File: src/rtl/bilinear_fetch.sv
// Bilinear source fetcher: walks a destination raster, reads the 2x2 source
// neighbourhood per output pixel and presents it with its interpolation weights.
module bilinear_fetch (
  input  logic        clk,
  input  logic        rst,
  input  logic        start,
  input  logic [10:0] src_w,
  input  logic [10:0] src_h,
  input  logic [10:0] dst_w,
  input  logic [10:0] dst_h,
  input  logic [18:0] step_x,
  input  logic [18:0] step_y,
  output logic [19:0] rd_addr,
  output logic        rd_en,
  input  logic [7:0]  rd_data,
  output logic [7:0]  doutbx,
  output logic [7:0]  doutbx1,
  output logic [7:0]  doutby,
  output logic [7:0]  doutby1,
  output logic [9:0]  coefficient1,
  output logic [9:0]  coefficient2,
  output logic [9:0]  coefficient3,
  output logic [9:0]  coefficient4,
  output logic        en_b,
  output logic        busy,
  output logic        frame_done
);

  typedef enum logic [1:0] {IDLE, ROW, FETCH} state_t;

  state_t      state_q, state_d;
  logic [1:0]  phase_q, phase_d;

  logic [10:0] src_w_q, src_h_q, dst_w_q, dst_h_q;
  logic [18:0] step_x_q, step_y_q, sx_q, sy_q;
  logic [10:0] col_q, row_q;
  logic [19:0] base0_q, base1_q;
  logic [8:0]  fy_q;
  logic        busy_q, rd_vld_q;
  logic [1:0]  rd_ph_q;
  logic [7:0]  p0_q, p1_q, p2_q;
  logic [8:0]  pend_fx_q, pend_fy_q;
  logic        pend_last_q;
  logic [7:0]  b0_q, b1_q, b2_q, b3_q;
  logic [9:0]  c1_q, c2_q, c3_q, c4_q;
  logic        en_b_q, frame_done_q;

  logic        accept, empty, phase3, col_last, row_last;
  logic [10:0] w_m1, h_m1;
  logic        clamp_x, clamp_y;
  logic [9:0]  x0_c, x1_c, y0_c, y1_c;
  logic [8:0]  fx_c, fy_c;

  assign accept   = start && (state_q == IDLE) && !busy_q;
  assign empty    = (dst_w == 11'd0) || (dst_h == 11'd0);
  assign phase3   = (state_q == FETCH) && (phase_q == 2'd3);
  assign col_last = (col_q == dst_w_q - 11'd1);
  assign row_last = (row_q == dst_h_q - 11'd1);

  // Integer part at or beyond the last column/row clamps both taps to the edge with zero fraction.
  assign w_m1    = src_w_q - 11'd1;
  assign h_m1    = src_h_q - 11'd1;
  assign clamp_x = {1'b0, sx_q[18:9]} >= w_m1;
  assign clamp_y = {1'b0, sy_q[18:9]} >= h_m1;
  assign x0_c    = clamp_x ? w_m1[9:0] : sx_q[18:9];
  assign x1_c    = clamp_x ? w_m1[9:0] : sx_q[18:9] + 10'd1;
  assign fx_c    = clamp_x ? 9'd0 : sx_q[8:0];
  assign y0_c    = clamp_y ? h_m1[9:0] : sy_q[18:9];
  assign y1_c    = clamp_y ? h_m1[9:0] : sy_q[18:9] + 10'd1;
  assign fy_c    = clamp_y ? 9'd0 : sy_q[8:0];

  always_ff @(posedge clk) begin
    if (rst) begin
      state_q <= IDLE;
      phase_q <= 2'd0;
    end else begin
      state_q <= state_d;
      phase_q <= phase_d;
    end
  end

  always_comb begin
    state_d = state_q;
    phase_d = phase_q;
    case (state_q)
      IDLE:  if (accept && !empty) state_d = ROW;
      ROW: begin
        state_d = FETCH;
        phase_d = 2'd0;
      end
      FETCH: begin
        phase_d = phase_q + 2'd1;
        if (phase_q == 2'd3 && col_last) state_d = row_last ? IDLE : ROW;
      end
      default: state_d = IDLE;
    endcase
  end

  assign rd_en = (state_q == FETCH);

  always_comb begin
    rd_addr = 20'd0;
    if (state_q == FETCH) begin
      case (phase_q)
        2'd0:    rd_addr = base0_q + 20'(x0_c);
        2'd1:    rd_addr = base0_q + 20'(x1_c);
        2'd2:    rd_addr = base1_q + 20'(x0_c);
        default: rd_addr = base1_q + 20'(x1_c);
      endcase
    end
  end

  always_ff @(posedge clk) begin
    if (rst) begin
      src_w_q <= '0; src_h_q <= '0; dst_w_q <= '0; dst_h_q <= '0;
      step_x_q <= '0; step_y_q <= '0; sx_q <= '0; sy_q <= '0;
      col_q <= '0; row_q <= '0; base0_q <= '0; base1_q <= '0; fy_q <= '0;
      busy_q <= 1'b0; rd_vld_q <= 1'b0; rd_ph_q <= '0;
      p0_q <= '0; p1_q <= '0; p2_q <= '0;
      pend_fx_q <= '0; pend_fy_q <= '0; pend_last_q <= 1'b0;
      b0_q <= '0; b1_q <= '0; b2_q <= '0; b3_q <= '0;
      c1_q <= '0; c2_q <= '0; c3_q <= '0; c4_q <= '0;
      en_b_q <= 1'b0; frame_done_q <= 1'b0;
    end else begin
      en_b_q       <= 1'b0;
      frame_done_q <= 1'b0;
      rd_vld_q     <= rd_en;
      rd_ph_q      <= phase_q;
      // An empty frame keeps busy for exactly the one cycle after start.
      if (state_q == IDLE) busy_q <= 1'b0;
      if (accept) begin
        src_w_q  <= src_w;  src_h_q  <= src_h;
        dst_w_q  <= dst_w;  dst_h_q  <= dst_h;
        step_x_q <= step_x; step_y_q <= step_y;
        sx_q <= '0; sy_q <= '0; col_q <= '0; row_q <= '0;
        busy_q       <= 1'b1;
        frame_done_q <= empty;
      end
      if (state_q == ROW) begin
        base0_q <= 20'(y0_c) * 20'(src_w_q);
        base1_q <= 20'(y1_c) * 20'(src_w_q);
        fy_q    <= fy_c;
      end
      if (phase3) begin
        pend_fx_q   <= fx_c;
        pend_fy_q   <= fy_q;
        pend_last_q <= col_last && row_last;
        if (!col_last) begin
          col_q <= col_q + 11'd1;
          sx_q  <= sx_q + step_x_q;
        end else if (!row_last) begin
          row_q <= row_q + 11'd1;
          sy_q  <= sy_q + step_y_q;
          sx_q  <= '0;
          col_q <= '0;
        end else begin
          busy_q <= 1'b0;
        end
      end
      // Read data trails its address by one cycle; the fourth tap completes the set.
      if (rd_vld_q) begin
        case (rd_ph_q)
          2'd0: p0_q <= rd_data;
          2'd1: p1_q <= rd_data;
          2'd2: p2_q <= rd_data;
          default: begin
            b0_q <= p0_q; b1_q <= p1_q; b2_q <= p2_q; b3_q <= rd_data;
            c1_q <= 10'd512 - {1'b0, pend_fx_q};
            c2_q <= {1'b0, pend_fx_q};
            c3_q <= 10'd512 - {1'b0, pend_fy_q};
            c4_q <= {1'b0, pend_fy_q};
            en_b_q       <= 1'b1;
            frame_done_q <= pend_last_q;
          end
        endcase
      end
    end
  end

  assign doutbx       = b0_q;
  assign doutbx1      = b1_q;
  assign doutby       = b2_q;
  assign doutby1      = b3_q;
  assign coefficient1 = c1_q;
  assign coefficient2 = c2_q;
  assign coefficient3 = c3_q;
  assign coefficient4 = c4_q;
  assign en_b         = en_b_q;
  assign busy         = busy_q;
  assign frame_done   = frame_done_q;

endmodule

File: config.mk
export PLATFORM = sky130hd
export DESIGN_NAME = bilinear_fetch
export DESIGN_NICKNAME = d
export VERILOG_FILES = /design/src/rtl/bilinear_fetch.sv
export SDC_FILE = /design/constraint.sdc
export NUM_CORES = 1
export LEC_CHECK = 0
export BUFFER_PORTS_ARGS = -buffer_cell sky130_fd_sc_hd__buf_2
export CAP_MARGIN = 20
export CELL_PAD_IN_SITES_DETAIL_PLACEMENT = 0
export CELL_PAD_IN_SITES_GLOBAL_PLACEMENT = 1
export CORE_MARGIN = 2
export CORE_UTILIZATION = 48
export CTS_BUF_LIST = sky130_fd_sc_hd__clkbuf_4 sky130_fd_sc_hd__clkbuf_8
export DETAILED_ROUTE_END_ITERATION = 8
export GPL_ROUTABILITY_DRIVEN = 0
export PLACE_DENSITY = 0.95
export SLEW_MARGIN = 20
export SYNTH_ARGS = -nofsm -noshare
export SYNTH_HDL_FRONTEND = slang
export SYNTH_SLANG_ARGS = --single-unit
File: constraint.sdc
create_clock -name clk -period 8.8 [get_ports clk]
set_input_delay 0.44 -clock clk [delete_from_list [all_inputs] [get_ports clk]]
set_output_delay 0.44 -clock clk [all_outputs]
set_load 0.01 [all_outputs]
# Yosys cells after proc, flatten, opt, wreduce, memory -nomap -nowiden
# Cells that the tools add are included.
[totals]
regBits = 314
output_inout_bits = 96
elab_cells = 128
[classes]
addsub = 17
multipliers = 2
order_cmp = 2
n_eq_ne = 11
mux = 38
bitwise = 2
reduce_logical = 22
[op_table]
columns = ["cell", "n"]
rows = [
  ["19-bit two-way mux", 8],
  ["11-bit two-way mux", 8],
  ["20-bit by 10-bit adder with 20-bit output", 4],
  ["20-bit case mux with 3 select lines", 1],
  ["11-bit by 1-bit subtractor with 11-bit output (second input constant)", 4],
  ["10-bit by 11-bit multiplier with 20-bit output", 2],
  ["10-bit two-way mux", 4],
  ["19-bit adder", 2],
  ["11-bit by 1-bit adder with 11-bit output (second input constant)", 2],
  ["11-bit equality test", 2],
  ["10-bit by 11-bit >= comparator with 1-bit output", 2],
  ["11-bit zero test", 2],
  ["10-bit by 1-bit adder with 10-bit output (second input constant)", 2],
  ["20-bit two-way mux", 1],
  ["10-bit by 9-bit subtractor with 10-bit output (first input constant)", 2],
  ["9-bit two-way mux", 2],
  ["1-bit two-way mux", 10],
  ["2-bit AND reduction", 5],
  ["2-bit equality test (second input constant)", 4],
  ["2-bit by 1-bit equality test with 1-bit output (second input constant)", 3],
  ["1-bit logical AND", 6],
  ["2-bit zero test", 3],
  ["2-bit case mux with 3 select lines", 1],
  ["2-bit two-way mux", 2],
  ["other kinds (9)", 12],
]

# Longest topological paths before layout
[depth]
word_depth = 7
mapped_depth = 35
ltp_nobuf = 32

# Worst setup path before layout
# OpenSTA, ideal clock, no wires.
[synth_path]
path_kind = "register -> register"
from = "register src_h_q[0]"
to = "register base0_q[19]"
setup_ns = 0.086
arrival_time_ns = 7.473
required_ns = 8.714
path_slack_ns = 1.242
path_stages_with_launch = 34
path_buffers = 3
period_less_slack_ns = 7.558
path_cell_list = "dfxtp_1 inv_1 ha_1 nor3b_1 nand2_1 xor2_1 ha_1 or3_1 a221oi_1 o21ai_0 o211ai_2 buf_2 buf_2 a21oi_1 clkbuf_1 and2_1 fa_1 inv_1 fa_1 inv_1 fa_1 fa_1 inv_1 fa_1 inv_1 ha_1 and2_1 a22o_1 a311o_1 a21oi_1 o21ai_0 a211oi_1 xnor3_1 a211oi_1"
[synth_between]
elab_chain_len = 4
[synth_rtl]
columns = ["element", "line_no", "source"]
rows = [
  ["start: declaration", "34", "logic [10:0] src_w_q, src_h_q, dst_w_q, dst_h_q;"],
  ["start signal: assignment", "132", "src_w_q <= src_w; src_h_q <= src_h;"],
  ["11-bit by 1-bit subtractor with 11-bit output *", "62", "assign h_m1 = src_h_q - 11'd1;"],
  ["10-bit by 11-bit >= comparator with 1-bit output", "64", "assign clamp_y = {1'b0, sy_q[18:9]} >= h_m1;"],
  ["10-bit two-way mux *", "68", "assign y0_c = clamp_y ? h_m1[9:0] : sy_q[18:9];"],
  ["10-bit by 11-bit multiplier with 20-bit output *", "140", "base0_q <= 20'(y0_c) * 20'(src_w_q);"],
  ["end signal: assignment", "140", ""],
  ["end: declaration", "37", "logic [19:0] base0_q, base1_q;"],
]
# Every way passes the cells marked *; elsewhere a longest branch is shown, timed or not.
# A chain may end at the register's enable or synchronous reset.

# Worst setup path in the final report
[layout_path]
from = "register src_h_q[2]"
to = "register base1_q[19]"
[layout_between]
elab_chain_len = 4
[layout_rtl]
columns = ["element", "line_no", "source"]
rows = [
  ["11-bit by 1-bit subtractor with 11-bit output *", "62", ""],
  ["10-bit by 11-bit >= comparator with 1-bit output", "64", ""],
  ["10-bit two-way mux *", "69", "assign y1_c = clamp_y ? h_m1[9:0] : sy_q[18:9] + 10'd1;"],
  ["10-bit by 11-bit multiplier with 20-bit output *", "141", "base1_q <= 20'(y1_c) * 20'(src_w_q);"],
  ["end signal: assignment", "141", ""],
  ["end: declaration", "37", ""],
]
# Marks and branches as above.

==> impl_metrics.yaml <==
outcome:
  run_status: "completed"
detailed_routing:
  detail-route-antenna-nets: 0
  drt_pre_antenna_iters: 6
  routedWlPerCell_um: 16.7
  detailedRoute.firstIterationViolations: 1718
  vias: 21200
  drc_violations_left: 0
  vias_per_cell: 5.58
  total_wire_length_um: 63600
clocking:
  clockBufferDepth: 3
  postcts_setup_bufs: 0
  clkSlewWorstSetupHoldPaths_ns: 0.07
  level_count_of_the_clock_h_tree: 2
  cts.sink_count: 312
  cts_tree: "built"
  cts.root.buffer_cell: "sky130_fd_sc_hd__clkbuf_8"
  cts-buffers-inserted: 54
  clk-insertion-delay-late_ns: 0.65
power:
  max-vdd-ir-drop_mv: 0.138
  pwrdens_nw_per_um2: 154
  p_leak_nw: 12.4
global_route:
  grt_usage: 0.237
  grt_max_degree: 174
  grt_overflow: 0
  first_global_vias: 20600
  antenna_found_initial: 2
  grt_pass1_wl_um: 103000
die:
  die_area_um2: 52300
  floorplan.core_area_um2: 50000
  die-width_um: 229
  initial_utilization: 0.485
  die_height_um: 229
  floorplan.io_pins: 189
  placement_rows: 82
synth:
  syn_area_per_cell_um2: 8.18
  synth_area_um2: 24200
  synth_top_flop_cell: "sky130_fd_sc_hd__dfxtp_1"
  yosys_warnings: 0
  synthArstFlopShare: 0
  synth_edf_count: 0
  netlist_instances: 2966
  sequential_share_of_the_synthesized_area: 0.258
  synth-seq-cells: 312
  yosysUniqueCellTypes: 84
timing:
  final-setup-viol-count: 0
  final_max_slew_viol_count: 0
  timing_worst_slew_pin_value_ns: 1.22
  finalCritPeriodShare: 0.929
  setup_total_neg_slack_ns: 0
  fin_worst_skew_ns: 0.0340
  timing.fmax_mhz: 122
  maxSlewHeadroom: 0.185
  final_period_minus_worst_setup_slack_ns: 8.18
  setup_repair_after_global_routing_missed_its_margin: "no"
  finalHoldViolations: 0
setup_path:
  cpMaxStageDelayCell: "sky130_fd_sc_hd__fa_1"
  timing.critical_path.required_ns: 9.34
  worstPathMaxFanout: 17
  worst_setup_path_end_kind: "flip-flop"
  timing.critical_path.slowest_cell_delay_ns: 0.56
  crit_type: "reg2reg"
  worstSetupStartpointType: "flip-flop"
  worst_ep_arrival_time_ns: 8.72
  cpMostUsedCell: "sky130_fd_sc_hd__fa_1"
place:
  dp.cells: 3701
  placed_area_um2: 25700
  io_buffers: 186
  detailedPlacementHpwl_um: 48100
cells_and_area:
  fin_nets: 3522
  layout.core_utilization: 0.539
  layout.cell_area.non_filler_um2: 26900
  layoutNonFillerInstCount: 3802
  antenna_cells: 0
  synthToLayoutAreaGrowth_pct: 11.0
  layout-drive-gt1-share: 0.124
job:
  timing.max_cap.violations: 0
hold_path:
  worstHoldPathType: "in2reg"
-- sequential cells by signal, summed over array words and instances (netlist names), 9 cells and up --
signal,flops
pend_fy_q,9
col_q,11
dst_h_q,11
src_h_q,11
src_w_q,11
coefficient1,10
pend_fx_q,9
sx_q,19
sy_q,19
base1_q,20
coefficient3,10
step_x_q,19
row_q,11
dst_w_q,11
fy_q,9
base0_q,20
step_y_q,19
-- area by class of cell --
class                   count  area (µm²)
repair buffers            227        1250
clock buffers              85        1040
inverters                 228         856
clock inverters            15         159
flip-flops and latches    312        6250
fillers                  4673       23000
multi-input cells        2263       16500
well taps                 672         841
-- synthesized netlist by cell type, drive strengths merged (33+ instances only) --
| master | count | area (µm²) |
|---|---|---|
| inv | 228 | 856 |
| ha | 201 | 2510 |
| nor2 | 134 | 513 |
| clkbuf | 131 | 502 |
| and3 | 34 | 213 |
| and2 | 110 | 688 |
| fa | 142 | 2840 |
| o21ai | 64 | 324 |
| nor3 | 53 | 265 |
| dfxtp | 312 | 6250 |
| nand2 | 544 | 2040 |
| xnor2 | 109 | 955 |
| a21oi | 292 | 1470 |
| mux2i | 81 | 811 |
| xor2 | 50 | 438 |
| buf | 33 | 198 |
| nand3 | 83 | 428 |
-- report_power, final --
| group | switching [mW] | internal [mW] | leakage (nW) |
|---|---|---|---|
| Sequential | 0.112 | 1.51 | 2.53 |
| Combinational | 0.679 | 0.396 | 9.22 |
| Clock | 0.626 | 0.820 | 0.632 |
-- repair_timing --
item	4_1_cts	5_1_grt
hold buffers	1	0
endpoints found under the setup margin	0	4
endpoints found under the hold margin	1	0
resized for setup	0	6
-- kinds of logic after synthesis --
kind of cell    after synthesis  synth area share
xor+xnor                    161            0.0593
other cells                   1          0.000155
simple gates               1089             0.210
compound gates              560             0.142
fa+ha+maj                   343             0.221
buf+inv                     392            0.0641
mux                         108            0.0460
flops                       312             0.258
-- routing by layer --
metal,global-route usage,wire length [µm],up-vias
li1,-,-,10200
met1,0.323,28700,10100
met2,0.382,28600,748
met3,0.0354,4360,135
met4,0.0852,1960,4
met5,0,23,-
-- final timing paths --
| kind | start | endpoint | slack [ns] | depth (start not counted) |
|---|---|---|---|---|
| max | src_h_q[2]$_SDFFE_PP0P_ | base1_q[19]$_SDFFE_PP0N_ | 0.62 | 31 |
| min | step_y[17] | step_y_q[17]$_SDFFE_PP0P_ | 0.03 | 3 |
| max reg2reg | src_h_q[2]$_SDFFE_PP0P_ | base1_q[19]$_SDFFE_PP0N_ | 0.62 | 31 |
| min reg2reg | p0_q[4]$_SDFFE_PP0P_ | doutbx[4]$_SDFFE_PP0P_ | 0.45 | 2 |
-- stage by stage --
step / power (mW) / setup slack (ns) / hold slack (ns)
floorplan: 2.40 / 1.24 / 0.431
global placement: 2.65 / 0.847 / 0.438
detailed placement: 2.70 / 0.512 / 0.442
CTS: 4.15 / 0.515 / 0.000000722
global route: 4.34 / 0.00851 / 0.0293
finish: 4.14 / 0.624 / 0.0308
-- critical path: cells and delay by family, from the launching register on --
kind | cells | cell delay, ns
buffers and inverters | 5 | 0.59
DFF | 1 | 0.34
AOI/OAI and AO/OA | 11 | 2.44
adders and majority gates | 7 | 3.10
and+or+nand+nor | 6 | 1.20
xor gates and xnor gates | 2 | 0.40
-- cells in the final DEF, fill, tap and decap left out, types with 53 or more instances in the layout --
master | netlist | final
sky130_fd_sc_hd__nand2_1 | 543 | 543
sky130_fd_sc_hd__nor3_1 | 53 | 53
sky130_fd_sc_hd__ha_1 | 201 | 200
sky130_fd_sc_hd__dfxtp_1 | 312 | 311
sky130_fd_sc_hd__xnor2_1 | 109 | 109
sky130_fd_sc_hd__o21ai_0 | 62 | 61
sky130_fd_sc_hd__nor2_1 | 132 | 131
sky130_fd_sc_hd__inv_1 | 228 | 228
sky130_fd_sc_hd__mux2i_1 | 81 | 81
sky130_fd_sc_hd__buf_2 | 17 | 185
sky130_fd_sc_hd__a21oi_1 | 291 | 290
sky130_fd_sc_hd__nand3_1 | 82 | 81
sky130_fd_sc_hd__and2_1 | 110 | 110
sky130_fd_sc_hd__clkbuf_8 | 1 | 65
sky130_fd_sc_hd__fa_1 | 142 | 142
(Power assumes the default switching activity.)
